## config.mk

```make
export PLATFORM = sky130hd
export DESIGN_NAME = ikari_vreg_writer
export DESIGN_NICKNAME = d
export VERILOG_FILES = /design/src/rtl/ikari_vreg_pkg.sv /design/src/rtl/ikari_vreg_cpu_port.sv /design/src/rtl/ikari_vreg_writer.sv
export SDC_FILE = /design/constraint.sdc
export NUM_CORES = 1
export LEC_CHECK = 0
export BUFFER_PORTS_ARGS = -buffer_cell sky130_fd_sc_hd__buf_2
export CORE_MARGIN = 10
export CORE_UTILIZATION = 50
export DETAILED_ROUTE_END_ITERATION = 8
export MAX_ROUTING_LAYER = met4
export PLACE_DENSITY = 0.76
export SETUP_SLACK_MARGIN = 0.1
export SLEW_MARGIN = 10
export SYNTH_ARGS = -nofsm -noshare
export SYNTH_HDL_FRONTEND = slang
export SYNTH_HIERARCHICAL = 1
export SYNTH_SLANG_ARGS = --single-unit
export TNS_END_PERCENT = 30
```

## constraint.sdc

```tcl
create_clock -name clk -period 3.5 [get_ports clk]
set_input_delay 0.7 -clock clk [delete_from_list [all_inputs] [get_ports clk]]
set_output_delay 0.7 -clock clk [all_outputs]
set_load 0.01 [all_outputs]
```

## src/rtl/ikari_vreg_pkg.sv

```systemverilog
// Shared types and default addresses for the video register write path.
package ikari_vreg_pkg;

  typedef enum logic [2:0] {
    SEL_NONE,
    SEL_BSET,
    SEL_SSET,
    SEL_MSET,
    SEL_F1SY,
    SEL_F2SY
  } reg_sel_t;

  typedef enum logic [1:0] {
    IDLE,
    SETUP,
    STROBE
  } wr_state_t;

  localparam logic [15:0] BSET_ADDR_DEF = 16'hC800;
  localparam logic [15:0] SSET_ADDR_DEF = 16'hC810;
  localparam logic [15:0] MSET_ADDR_DEF = 16'hC820;
  localparam logic [15:0] F1SY_ADDR_DEF = 16'hC830;
  localparam logic [15:0] F2SY_ADDR_DEF = 16'hC840;
  localparam logic [15:0] ADDR_MASK_DEF = 16'hFFFF;

  typedef struct packed {
    logic       full;
    reg_sel_t   sel;
    logic [7:0] data;
  } slot_t;

  // Map a CPU address onto one of the video registers (SEL_NONE if unmapped).
  function automatic reg_sel_t decode_sel(
    input logic [15:0] addr,
    input logic [15:0] mask,
    input logic [15:0] bset,
    input logic [15:0] sset,
    input logic [15:0] mset,
    input logic [15:0] f1sy,
    input logic [15:0] f2sy
  );
    reg_sel_t s;
    s = SEL_NONE;
    if      ((addr & mask) == (bset & mask)) s = SEL_BSET;
    else if ((addr & mask) == (sset & mask)) s = SEL_SSET;
    else if ((addr & mask) == (mset & mask)) s = SEL_MSET;
    else if ((addr & mask) == (f1sy & mask)) s = SEL_F1SY;
    else if ((addr & mask) == (f2sy & mask)) s = SEL_F2SY;
    return s;
  endfunction

endpackage

```

## src/rtl/ikari_vreg_cpu_port.sv

```systemverilog
// One CPU's write detector: edge detect, decode, armed flag, one-entry slot, wait.
module ikari_vreg_cpu_port
  import ikari_vreg_pkg::*;
#(
  parameter logic [15:0] BSET_ADDR = BSET_ADDR_DEF,
  parameter logic [15:0] SSET_ADDR = SSET_ADDR_DEF,
  parameter logic [15:0] MSET_ADDR = MSET_ADDR_DEF,
  parameter logic [15:0] F1SY_ADDR = F1SY_ADDR_DEF,
  parameter logic [15:0] F2SY_ADDR = F2SY_ADDR_DEF,
  parameter logic [15:0] ADDR_MASK = ADDR_MASK_DEF
) (
  input  logic        clk,
  input  logic        rst_n,
  input  logic [15:0] addr,
  input  logic [7:0]  dout,
  input  logic        mreq_n,
  input  logic        wr_n,
  input  logic        clr,
  output logic        wait_n,
  output slot_t       slot
);

  logic     wr_act;
  logic     hit;
  logic     slot_empty;
  reg_sel_t dec_sel;

  logic     wr_prev_q, wr_prev_d;
  logic     armed_q, armed_d;
  reg_sel_t armed_sel_q, armed_sel_d;
  slot_t    slot_q, slot_d;

  // Detect write rising edge, arm on a mapped hit, capture into slot when it frees.
  always_comb begin
    wr_act      = ~mreq_n & ~wr_n;
    dec_sel     = decode_sel(addr, ADDR_MASK, BSET_ADDR, SSET_ADDR,
                             MSET_ADDR, F1SY_ADDR, F2SY_ADDR);
    hit         = wr_act & ~wr_prev_q & (dec_sel != SEL_NONE);
    wr_prev_d   = wr_act;
    // A slot being strobed this cycle counts as empty so it can refill at once.
    slot_empty  = ~slot_q.full | clr;
    armed_d     = armed_q;
    armed_sel_d = armed_sel_q;
    slot_d      = slot_q;
    if (clr) slot_d.full = 1'b0;
    if (hit) begin
      armed_d     = 1'b1;
      armed_sel_d = dec_sel;
    end
    if (armed_d && slot_empty) begin
      slot_d.full = 1'b1;
      slot_d.sel  = armed_sel_d;
      slot_d.data = dout;
      armed_d     = 1'b0;
    end
    wait_n = ~(armed_q & slot_q.full & ~clr);
  end

  // Port state registers.
  always_ff @(posedge clk or negedge rst_n) begin
    if (!rst_n) begin
      wr_prev_q   <= 1'b0;
      armed_q     <= 1'b0;
      armed_sel_q <= SEL_NONE;
      slot_q      <= '0;
    end else begin
      wr_prev_q   <= wr_prev_d;
      armed_q     <= armed_d;
      armed_sel_q <= armed_sel_d;
      slot_q      <= slot_d;
    end
  end

  assign slot = slot_q;

endmodule

```

## src/rtl/ikari_vreg_writer.sv

```systemverilog
// Arbitrates video register writes from two CPUs onto VD and the latch strobes.
module ikari_vreg_writer
  import ikari_vreg_pkg::*;
#(
  parameter logic [15:0] BSET_ADDR = BSET_ADDR_DEF,
  parameter logic [15:0] SSET_ADDR = SSET_ADDR_DEF,
  parameter logic [15:0] MSET_ADDR = MSET_ADDR_DEF,
  parameter logic [15:0] F1SY_ADDR = F1SY_ADDR_DEF,
  parameter logic [15:0] F2SY_ADDR = F2SY_ADDR_DEF,
  parameter logic [15:0] ADDR_MASK = ADDR_MASK_DEF
) (
  input  logic        clk,
  input  logic        VIDEO_RSTn,
  input  logic [15:0] cpua_addr,
  input  logic [7:0]  cpua_dout,
  input  logic        cpua_mreq_n,
  input  logic        cpua_wr_n,
  output logic        cpua_wait_n,
  input  logic [15:0] cpub_addr,
  input  logic [7:0]  cpub_dout,
  input  logic        cpub_mreq_n,
  input  logic        cpub_wr_n,
  output logic        cpub_wait_n,
  output logic [7:0]  VD_out,
  output logic        BSET,
  output logic        SSET,
  output logic        MSET,
  output logic        F1SY,
  output logic        F2SY
);

  slot_t     slot_a, slot_b;
  logic      clr_a, clr_b;
  reg_sel_t  strobe_sel;

  wr_state_t state_q, state_d;
  logic      ptr_q, ptr_d;   // 0 = CPU A next on contention
  logic      gnt_q, gnt_d;   // 0 = CPU A granted
  logic [7:0] vd_q, vd_d;

  ikari_vreg_cpu_port #(
    .BSET_ADDR(BSET_ADDR), .SSET_ADDR(SSET_ADDR), .MSET_ADDR(MSET_ADDR),
    .F1SY_ADDR(F1SY_ADDR), .F2SY_ADDR(F2SY_ADDR), .ADDR_MASK(ADDR_MASK)
  ) u_port_a (
    .clk(clk), .rst_n(VIDEO_RSTn), .addr(cpua_addr), .dout(cpua_dout),
    .mreq_n(cpua_mreq_n), .wr_n(cpua_wr_n), .clr(clr_a),
    .wait_n(cpua_wait_n), .slot(slot_a)
  );

  ikari_vreg_cpu_port #(
    .BSET_ADDR(BSET_ADDR), .SSET_ADDR(SSET_ADDR), .MSET_ADDR(MSET_ADDR),
    .F1SY_ADDR(F1SY_ADDR), .F2SY_ADDR(F2SY_ADDR), .ADDR_MASK(ADDR_MASK)
  ) u_port_b (
    .clk(clk), .rst_n(VIDEO_RSTn), .addr(cpub_addr), .dout(cpub_dout),
    .mreq_n(cpub_mreq_n), .wr_n(cpub_wr_n), .clr(clr_b),
    .wait_n(cpub_wait_n), .slot(slot_b)
  );

  // Arbiter state, round-robin pointer, grant and VD data register.
  always_ff @(posedge clk or negedge VIDEO_RSTn) begin
    if (!VIDEO_RSTn) begin
      state_q <= IDLE;
      ptr_q   <= 1'b0;
      gnt_q   <= 1'b0;
      vd_q    <= '0;
    end else begin
      state_q <= state_d;
      ptr_q   <= ptr_d;
      gnt_q   <= gnt_d;
      vd_q    <= vd_d;
    end
  end

  // Next state: grant a full slot in IDLE, then give the latch bank a setup clock.
  always_comb begin
    state_d = state_q;
    ptr_d   = ptr_q;
    gnt_d   = gnt_q;
    vd_d    = vd_q;
    unique case (state_q)
      IDLE: begin
        if (slot_a.full || slot_b.full) begin
          gnt_d   = (slot_a.full && slot_b.full) ? ptr_q : slot_b.full;
          // Both the contended toggle and the single-grant rule reduce to this.
          ptr_d   = ~gnt_d;
          vd_d    = gnt_d ? slot_b.data : slot_a.data;
          state_d = SETUP;
        end
      end
      SETUP:   state_d = STROBE;
      STROBE:  state_d = IDLE;
      default: state_d = IDLE;
    endcase
  end

  // Outputs: one-clock strobe for the granted register, and slot release.
  always_comb begin
    clr_a      = (state_q == STROBE) && !gnt_q;
    clr_b      = (state_q == STROBE) &&  gnt_q;
    strobe_sel = SEL_NONE;
    if (state_q == STROBE) strobe_sel = gnt_q ? slot_b.sel : slot_a.sel;
    BSET   = (strobe_sel == SEL_BSET);
    SSET   = (strobe_sel == SEL_SSET);
    MSET   = (strobe_sel == SEL_MSET);
    F1SY   = (strobe_sel == SEL_F1SY);
    F2SY   = (strobe_sel == SEL_F2SY);
    VD_out = vd_q;
  end

endmodule

```

# --- Word level (Yosys, flattened, before mapping) ---
# Index checks and enable logic that the tools add are counted.
op_classes:
  eq_ne: 18
  bitwise_logic: 25
  muxes: 26
  n_reduce_logical: 13
op_table:
  columns: ["cell", "n"]
  rows:
  - ["16-bit equality test (second input constant)", 10]
  - ["3-bit two-way mux", 14]
  - ["12-bit two-way mux", 2]
  - ["1-bit NOT", 13]
  - ["1-bit AND", 10]
  - ["8-bit two-way mux", 1]
  - ["1-bit two-way mux", 7]
  - ["3-bit by 2-bit equality test with 1-bit output (second input constant)", 2]
  - ["3-bit equality test (second input constant)", 2]
  - ["3-bit nonzero test", 2]
  - ["1-bit logical AND", 5]
  - ["2-bit one-hot mux with 2 select lines", 1]
  - ["2-bit nonzero test", 2]
  - ["3-bit by 1-bit equality test with 1-bit output (second input constant)", 1]
  - ["2-bit by 1-bit equality test with 1-bit output (second input constant)", 1]
  - ["2-bit equality test (second input constant)", 1]
  - ["2-bit zero test", 1]
  - ["2-bit two-way mux", 1]
  - ["2-bit inequality test (second input constant)", 1]
  - ["1-bit bitwise OR", 2]
  - ["2-bit AND reduction", 1]
  - ["1-bit zero test", 1]
  - ["1-bit logical OR", 1]
totals:
  inputBits: 54
  word_cells: 98
  reg_bits: 46
  out_inout_bits: 15

# --- Longest topological paths before layout ---
# Gate-level depths: netlist of run 1.
depth:
  word_depth: 11
  ltp_mapped: 6
  depth_no_buf: 6

# --- Cells and area by module ---
# The synthesis of run 1 kept the hierarchy.
modules_own_cells:
  columns: ["module", "instances", "area_each_um2", "cells_each", "seq_area_each_um2"]
  rows:
  - ["ikari_vreg_cpu_port at u_port_b", 1, 890.9, 70, 425.4]
  - ["ikari_vreg_cpu_port at u_port_a", 1, 868.3, 75, 425.4]
  - ["ikari_vreg_writer", 1, 748.2, 68, 300.3]

# --- Least setup slack after synthesis of run 1 ---
# OpenSTA, ideal clock, no wires.
synth_timing:
  path_kind: "input to register"
  start: "in cpua_addr[1]"
  end: "reg u_port_a.slot_q, in the netlist u_port_a/slot[0]"
  t_required_ns: 3.375
  path_stages: 5
  slack_ns: 1.394
  t_arrival_ns: 1.981
  setup_time_ns: 0.125
  path_cell_list: "nor4b_2 > nand4_1 > buf_6 > o211ai_4 > mux2_4"
synth_via:
  elab_chain_len: 10
  word_cells_on_any_way: 14
  cone_classes: "5 x eq/ne; 6 x mux; 1 x bitwise; 2 x reduce/logical"
synth_lines:
  columns: ["element", "line", "source"]
  rows:
  - ["start: declaration", "ikari_vreg_writer.sv:14", "input logic [15:0] cpua_addr,"]
  - ["16-bit equality test", "ikari_vreg_pkg.sv:48", "else if ((addr & mask) == (f2sy & mask)) s = SEL_F2SY;"]
  - ["3-bit two-way mux", "ikari_vreg_pkg.sv:48", null]
  - ["3-bit two-way mux", "ikari_vreg_pkg.sv:47", "else if ((addr & mask) == (f1sy & mask)) s = SEL_F1SY;"]
  - ["3-bit two-way mux", "ikari_vreg_pkg.sv:46", "else if ((addr & mask) == (mset & mask)) s = SEL_MSET;"]
  - ["3-bit two-way mux", "ikari_vreg_pkg.sv:45", "else if ((addr & mask) == (sset & mask)) s = SEL_SSET;"]
  - ["3-bit two-way mux *", "ikari_vreg_pkg.sv:44", "if ((addr & mask) == (bset & mask)) s = SEL_BSET;"]
  - ["3-bit nonzero test *", "ikari_vreg_cpu_port.sv:38", "hit = wr_act & ~wr_prev_q & (dec_sel != SEL_NONE);"]
  - ["1-bit AND *", "ikari_vreg_cpu_port.sv:38", null]
  - ["1-bit two-way mux *", "ikari_vreg_cpu_port.sv:46", "if (hit) begin"]
  - ["1-bit logical AND *", "ikari_vreg_cpu_port.sv:50", "if (armed_d && slot_empty) begin"]
  - ["end signal: assignment", "ikari_vreg_cpu_port.sv:70", "slot_q <= slot_d;"]
  - ["end: declaration", "ikari_vreg_cpu_port.sv:31", "slot_t slot_q, slot_d;"]
# Mark *: on every way between the ends. The rest lies on a longest branch, timed or not.
# A chain may end at the register's enable or synchronous reset.

# --- Worst setup path in the final report of run 1 ---
# Ends and elaborated chain as after synthesis.

==> impl_metrics.csv, run 1 <==
group,metric,value,unit
outcome,status,"finished, final reports clean",
floorplanning,die_area,8250,um^2
timing,skew,0.00375,ns
critical_path,worstSetupPathType,"in -> reg",
synthesis,syn_area_per_cell,11.8,um^2
critical_path,crit_end,"u_port_a/slot[0]",
synthesis,synth_edf_count,0,
run,maxCapViolations,0,
critical_path,end_kind,"register",
routing,drtAntennaViolNets,0,
timing,tightest_slew,0.995,ns
cts,cts_tree,"done",
cts,post_cts_resize_count,0,
synthesis,ys_async_sr_fraction,1.00,
critical_path,r2r_slack,1.27,ns
synthesis,yosysWarnings,6,
routing,drc,0,
power,p_leak,1.38,nW
cts,htreeDepth,2,
routing,vias,1886,
cells_and_area,area_growth,17.2,%
routing,routed_wl,5700,um
cts,clkSlewWorstSetupHoldPaths,0.08,ns
timing,holdWs,0.497,ns
timing,min_period_over_period,0.695,
global_routing,grt.busiest_layer,"met2",
critical_path,r2r-start,"u_port_a/wr_prev_q",
cells_and_area,diodes,0,
timing,relSlewSlack,0.336,
cells_and_area,fillCellCount,409,
timing,min_period,2.43,ns
power,p_per_area,339,nW/um^2
routing,viasPerCell,5.45,
timing,fmax,0.411,GHz
cts,root_buffer,"clkbuf_8",
power,irDropWorstVdd,0.178,mV
global_routing,grt_pass1_wl,9420,um
routing,first_pass_iters,4,
timing,setup_tns,0,ns
global_routing,grt_overflow_total,0,
routing,dr.first_iter.drc_count,75,
cells_and_area,multi_input_comb_area,1260,um^2
synthesis,ys.flop_type,"dfrtp_1",
synthesis,yosysSeqAreaShare,0.459,
cells_and_area,final_cells,346,
timing,fin_ws,1.07,ns
cts,clk_path_buf_depth,2,
placed_design,gp_congestion,0.786,
floorplanning,row_count,25,
cts,cts_hold_buf,0,
synthesis,yosysUniqueCellTypes,56,
global_routing,grt_max_degree,47,
synthesis,synth_xor_area_frac,0.0105,
cts,post_cts_buffers,0,
timing,slew_viol_final,0,
critical_path,cp.arrival,2.62,ns
synthesis,synthAdderAreaFrac,0,
cts,numCtsBuffers,5,
global_routing,use_met1,0.163,
routing,wl_per_cell,16.5,um
cells_and_area,seq_area,1150,um^2
global_routing,antenna_found_initial,0,
placed_design,portBuffers,68,
placed_design,hpwl,4370,um
synthesis,synth_top_family_by_area,"simple AND/OR/NAND/NOR gates",
cells_and_area,fin_nets,332,
critical_path,r2r.worst_path.cells,5,
hold_path,whs_path_depth,1,
floorplanning,core,4790,um^2
synthesis,postSynthCellCount,213,
floorplanning,io_pins,69,
global_routing,grt_use_total,0.141,
floorplanning,die_w,90.8,um
floorplanning,die_h,90.8,um
critical_path,cp-start-kind,"input port",
synthesis,synth_area,2510,um^2
synthesis,synth_mux_area_frac,0.120,
cells_and_area,drive_above_1_share,0.448,
global_routing,grt_pass1_vias,1970,
critical_path,crit_fanout,11,
synthesis,yosys.area_share.simple,0.245,
synthesis,synth_compound_gate_area_share,0.127,
cts,clock_latency,0.30,ns
global_routing,grt_util_met2,0.239,
hold_path,hp-class,"reg -> reg",
placed_design,dp_slack,0.777,ns
cts,cts.sinks,46,
floorplanning,start_util,0.524,
critical_path,worstReg2RegEnd,"u_port_a/slot[0]",
timing,rsz0062_at_grt,"no",
global_routing,grt_util_met3,0.0316,
timing,hold_viol_final,0,
synthesis,synthesis.nets,267,
timing,setup_viol,0,
critical_path,crit_path_start,"cpua_addr[1]",
critical_path,cp.required,3.69,ns
placed_design,dp_cells,338,
synthesis,synth_seq_cells,46,
synthesized netlist by cell type, types with 2 or more instances:
| cell type | n | share of area |
|---|---|---|
| nor4_4 | 3 | 0.025 |
| and4bb_2 | 2 | 0.010 |
| a21oi_1 | 9 | 0.018 |
| nand2_1 | 24 | 0.036 |
| inv_1 | 2 | 0.0030 |
| buf_6 | 5 | 0.022 |
| nand3b_1 | 2 | 0.0060 |
| nor3_2 | 8 | 0.032 |
| o32a_2 | 2 | 0.0090 |
| nand2b_1 | 3 | 0.0075 |
| dfrtp_1 | 46 | 0.46 |
| xnor2_1 | 2 | 0.0070 |
| a21o_1 | 2 | 0.0060 |
| o22ai_1 | 2 | 0.0050 |
| nor4_1 | 3 | 0.0075 |
| a221o_1 | 8 | 0.032 |
| buf_4 | 2 | 0.0060 |
| nor2_1 | 17 | 0.025 |
| nor2_2 | 3 | 0.0075 |
| and4_2 | 2 | 0.0080 |
| nor2b_1 | 7 | 0.017 |
| mux2_4 | 17 | 0.10 |
| buf_2 | 2 | 0.0040 |
| nor3_1 | 4 | 0.0080 |
| o21ai_0 | 5 | 0.010 |
cell type report:
| cell class | count | share of cell area |
|---|---|---|
| inverters | 3 | 0.00383 |
| well taps | 67 | 0.0285 |
| clock buffers | 7 | 0.0294 |
| multi-input cells | 154 | 0.429 |
| clock inverters | 1 | 0.00170 |
| flip-flops and latches | 46 | 0.392 |
| repair buffers | 68 | 0.116 |
critical path, stage by stage:
cell,delay (ns)
buf_2,0.10
nor4b_2,0.34
nand4_1,0.43
a211o_1,0.47
o211ai_4,0.23
mux2_4,0.35
power by group:
part	switching, mW	internal [mW]	total, mW
clock network	0.176	0.160	0.336
registers	0.0117	0.547	0.559
logic	0.0479	0.0542	0.102
kinds of logic after synthesis:
family,after synthesis
XOR/XNOR,3
buffers and inverters,13
flip-flops,46
AO/OA/AOI/OAI,40
multiplexers,20
AND/OR/NAND/NOR,91
state kept, by name, indices dropped and copies added, names as in the netlist:
name / count
u_port_a/slot: 12
gnt_q: 1
VD_out: 8
state_q: 2
u_port_a/wr_prev_q: 1
u_port_a/armed_q: 1
u_port_a/armed_sel_q: 3
u_port_b/slot: 12
u_port_b/wr_prev_q: 1
u_port_b/armed_q: 1
u_port_b/armed_sel_q: 3
ptr_q: 1
through the flow:
stage / power (mW) / cell area, um^2 / utilization
final: 0.997 / 2940 / 0.614
after global routing: 1.05 / 2940 / 0.614
after CTS: 1.01 / 2940 / 0.614
after detailed placement: 0.673 / 2850 / 0.595
after global placement: 0.670 / 2850 / 0.595
after floorplan: 0.615 / 2510 / -
cell usage in the layout (no fill, tap or decap), types with 3 or more instances in the layout:
cell       n
nor2b_1    7
nor2_2     3
nor3_2     8
o21ai_0    5
nor4_4     3
buf_2     68
nand2_1   24
nor3_1     4
a21oi_1    9
clkbuf_8   6
mux2_4    17
a221o_1    8
nand2b_1   3
dfrtp_1   46
nor4_1     3
nor2_1    17
per-layer routing:
metal,vias to the layer above,wire length (um),part of all wire
met1,905,2510,0.44
met5,-,0,0
met3,10,231,0.041
met4,0,80,0.014
li1,904,-,-
met2,67,2880,0.50
how the worst min path moves through the flow:
stage,startpoint,to,slack (ns)
after CTS,u_port_b/armed_sel_q[1],u_port_b/armed_sel_q[1],0.49
after global placement,u_port_b/armed_sel_q[1],u_port_b/armed_sel_q[1],0.46
after floorplan,VIDEO_RSTn,VD_out[0],0.40
final,u_port_b/armed_sel_q[1],u_port_b/armed_sel_q[1],0.50
after global routing,u_port_b/armed_sel_q[1],u_port_b/armed_sel_q[1],0.52
after detailed placement,u_port_b/armed_sel_q[1],u_port_b/armed_sel_q[1],0.47
No activity file was read; power rests on OpenSTA's default activity.
==> run 2, diff against run 1 <==
- ABC_AREA: unset -> 1
- PLACE_DENSITY: 0.76 -> 0.75
- clock period: 3.5 -> 2.5 ns (I/O delays scaled with it)
==> impl_metrics.csv, run 2 <==
group,metric,value,unit
synthesis,syn_area_per_cell,7.90,um^2
run,maxCapViolations,0,
timing,holdWs,0.182,ns
critical_path,cp.required,2.00,ns
timing,tightest_slew,0.554,ns
critical_path,end_kind,"output port",
routing,routed_wl,6000,um
cells_and_area,area_growth,18.4,%
routing,viasPerCell,4.80,
power,p_per_area,448,nW/um^2
global_routing,grt_overflow_total,0,
outcome,status,"finished, final reports clean",
critical_path,crit_path_start,"state_q[1]",
cells_and_area,fin_area,3240,um^2
global_routing,grt_pass1_wl,10400,um
placed_design,dp_slack,0.561,ns
synthesis,ys.flop_type,"dfrtp_1",
global_routing,antenna_found_initial,0,
timing,setup_viol,0,
routing,dr.first_iter.drc_count,108,
critical_path,worstSetupPathType,"reg -> out",
floorplanning,core,5200,um^2
global_routing,grt_util_met2,0.232,
synthesis,synth_seq_cells,46,
cts,cts_hold_buf,0,
critical_path,cp-start-kind,"register",
synthesis,ys_top_cells_by_area,"dfrtp_1, nand2_1, nand3_1",
global_routing,grt_pass1_vias,2370,
global_routing,grt_use_total,0.145,
timing,setup_tns,0,ns
placed_design,dp_cells,482,
routing,first_pass_iters,4,
synthesis,synth_top_area_frac,0.421,
cells_and_area,diodes,0,
timing,slew_viol_final,0,
critical_path,r2r-start,"state_q[1]",
cts,clkSlewWorstSetupHoldPaths,0.08,ns
cells_and_area,drive_above_1_share,0.369,
timing,relSlewSlack,0.631,
floorplanning,row_count,26,
cts,root_buffer,"clkbuf_8",
floorplanning,die_h,93.9,um
cts,post_cts_buffers,0,
routing,drc,0,
cells_and_area,fin_nets,473,
cts,post_cts_resize_count,0,
floorplanning,start_util,0.525,
global_routing,grt_max_degree,25,
timing,fin_ws,0.535,ns
critical_path,r2r_slack,0.77,ns
critical_path,worst_path_largest_cell_delay,0.44,ns
cts,cts_tree,"done",
cells_and_area,final_cell_mix,"nand2_1, buf_2, dfrtp_1",
power,irDropWorstVdd,0.267,mV
routing,drtAntennaViolNets,0,
synthesis,ys_async_sr_fraction,1.00,
placed_design,portBuffers,68,
cells_and_area,final_common_cell,"nand2_1",
placed_design,gp_congestion,0.810,
synthesis,yosysSeqAreaShare,0.421,
cells_and_area,final_cells,490,
synthesis,yosysMostFrequentCell,"nand2_1",
global_routing,use_met1,0.181,
critical_path,crit_fanout,6,
cts,htreeDepth,2,
power,p_leak,1.73,nW
timing,min_period_over_period,0.786,
placed_design,hpwl,4790,um
cts,clk_path_buf_depth,2,
routing,vias,2351,
synthesis,synth_common_cells,"nand2_1, dfrtp_1, nand3_1, nor2_1, inv_1",
timing,hold_viol_final,0,
critical_path,path_cells,"inv_2 -> nor2_4 -> inv_1 -> nor2_1 -> nor2_1 -> nand2_1 -> buf_2",
floorplanning,die_w,93.9,um
critical_path,crit_slowest_cell,"dfrtp_1",
critical_path,cp.arrival,1.47,ns
placed_design,post_dp_cell_area,3130,um^2
global_routing,grt.busiest_layer,"met2",
cts,clock_latency,0.29,ns
synthesis,yosysWarnings,6,
hold_path,hp-class,"in -> async",
floorplanning,io_pins,69,
critical_path,critPathMostFrequentCell,"nor2_1",
routing,wl_per_cell,12.2,um
synthesis,synthesis.nets,400,
cts,numCtsBuffers,5,
synthesis,yosysUniqueCellTypes,28,
cells_and_area,fillCellCount,508,
cts,cts.sinks,46,
timing,fmax,0.509,GHz
global_routing,grt_util_met3,0.0272,
synthesis,synth_edf_count,0,
floorplanning,die_area,8830,um^2
timing,skew,0.00625,ns
timing,min_period,1.97,ns
synthesis,postSynthCellCount,346,
synthesis,yosys.area.top_type,"dfrtp_1",
synthesis,synth_area,2730,um^2
timing,rsz0062_at_grt,"no",
run 2: changes by cell type after synthesis, moves of 8 or more:
cell | previous run | this run
nand2_1 | 24 | 97
nand3_1 | 1 | 36
inv_1 | 2 | 30
nand2_2 | 1 | 27
nor2_1 | 17 | 36
mux2_4 | 17 | 0
nand2_4 | 0 | 14
nor2_2 | 3 | 16
a221o_1 | 8 | 0
nand4_1 | 1 | 9
nor2_4 | 0 | 8
run 2: metrics by stage:
stage,power (mW),utilization
after floorplan,0.842,-
after detailed placement,0.926,0.601
after global placement,0.921,0.601
after CTS,1.47,0.622
after global routing,1.51,0.622
final,1.45,0.622
run 2: final timing paths:
kind / end / cells after the start
min: u_port_b/slot[0] / 1
max: cpua_wait_n / 7
min in group clk: u_port_a/wr_prev_q / 2
max in group asynchronous: u_port_a/slot[9] / 2
min reg2reg: u_port_a/armed_sel_q[2] / 2
max reg2reg: u_port_a/slot[8] / 9
run 2: power breakdown:
part	switching, mW	internal [mW]
Combinational	0.0734	0.0624
Sequential	0.0135	0.760
Clock	0.242	0.298
run 2: logic make-up after synthesis:
| kind of cell | count (synthesis) | share of synthesized area |
|---|---|---|
| flops | 46 | 0.421 |
| compound gates | 8 | 0.0201 |
| simple gates | 249 | 0.483 |
| xor+xnor | 1 | 0.00320 |
| buf+inv | 42 | 0.0728 |
run 2: metal layers:
| layer | vias up | part of all wire | routed length [um] |
|---|---|---|---|
| li1 | 1219 | - | - |
| met1 | 1075 | 0.47 | 2830 |
| met2 | 49 | 0.48 | 2860 |
| met3 | 8 | 0.041 | 243 |
| met4 | 0 | 0.012 | 70 |
| met5 | - | 0 | 0 |
run 2: layout make-up:
class | count | area, um^2 | area share
Sequential cell | 46 | 1150 | 0.356
Clock buffer | 6 | 72.6 | 0.0224
Multi-Input combinational cell | 258 | 1380 | 0.428
Clock inverter | 2 | 37.5 | 0.0116
Timing Repair Buffer | 71 | 363 | 0.112
Tap cell | 70 | 87.6 | 0.0271
Inverter | 37 | 141 | 0.0437
run 2: critical path, delay by kind of cell (launching register included):
kind / cells / cell delay (ns)
buffers and inverters: 3 / 0.33
AND/OR/NAND/NOR: 4 / 0.39
flip-flops: 1 / 0.44
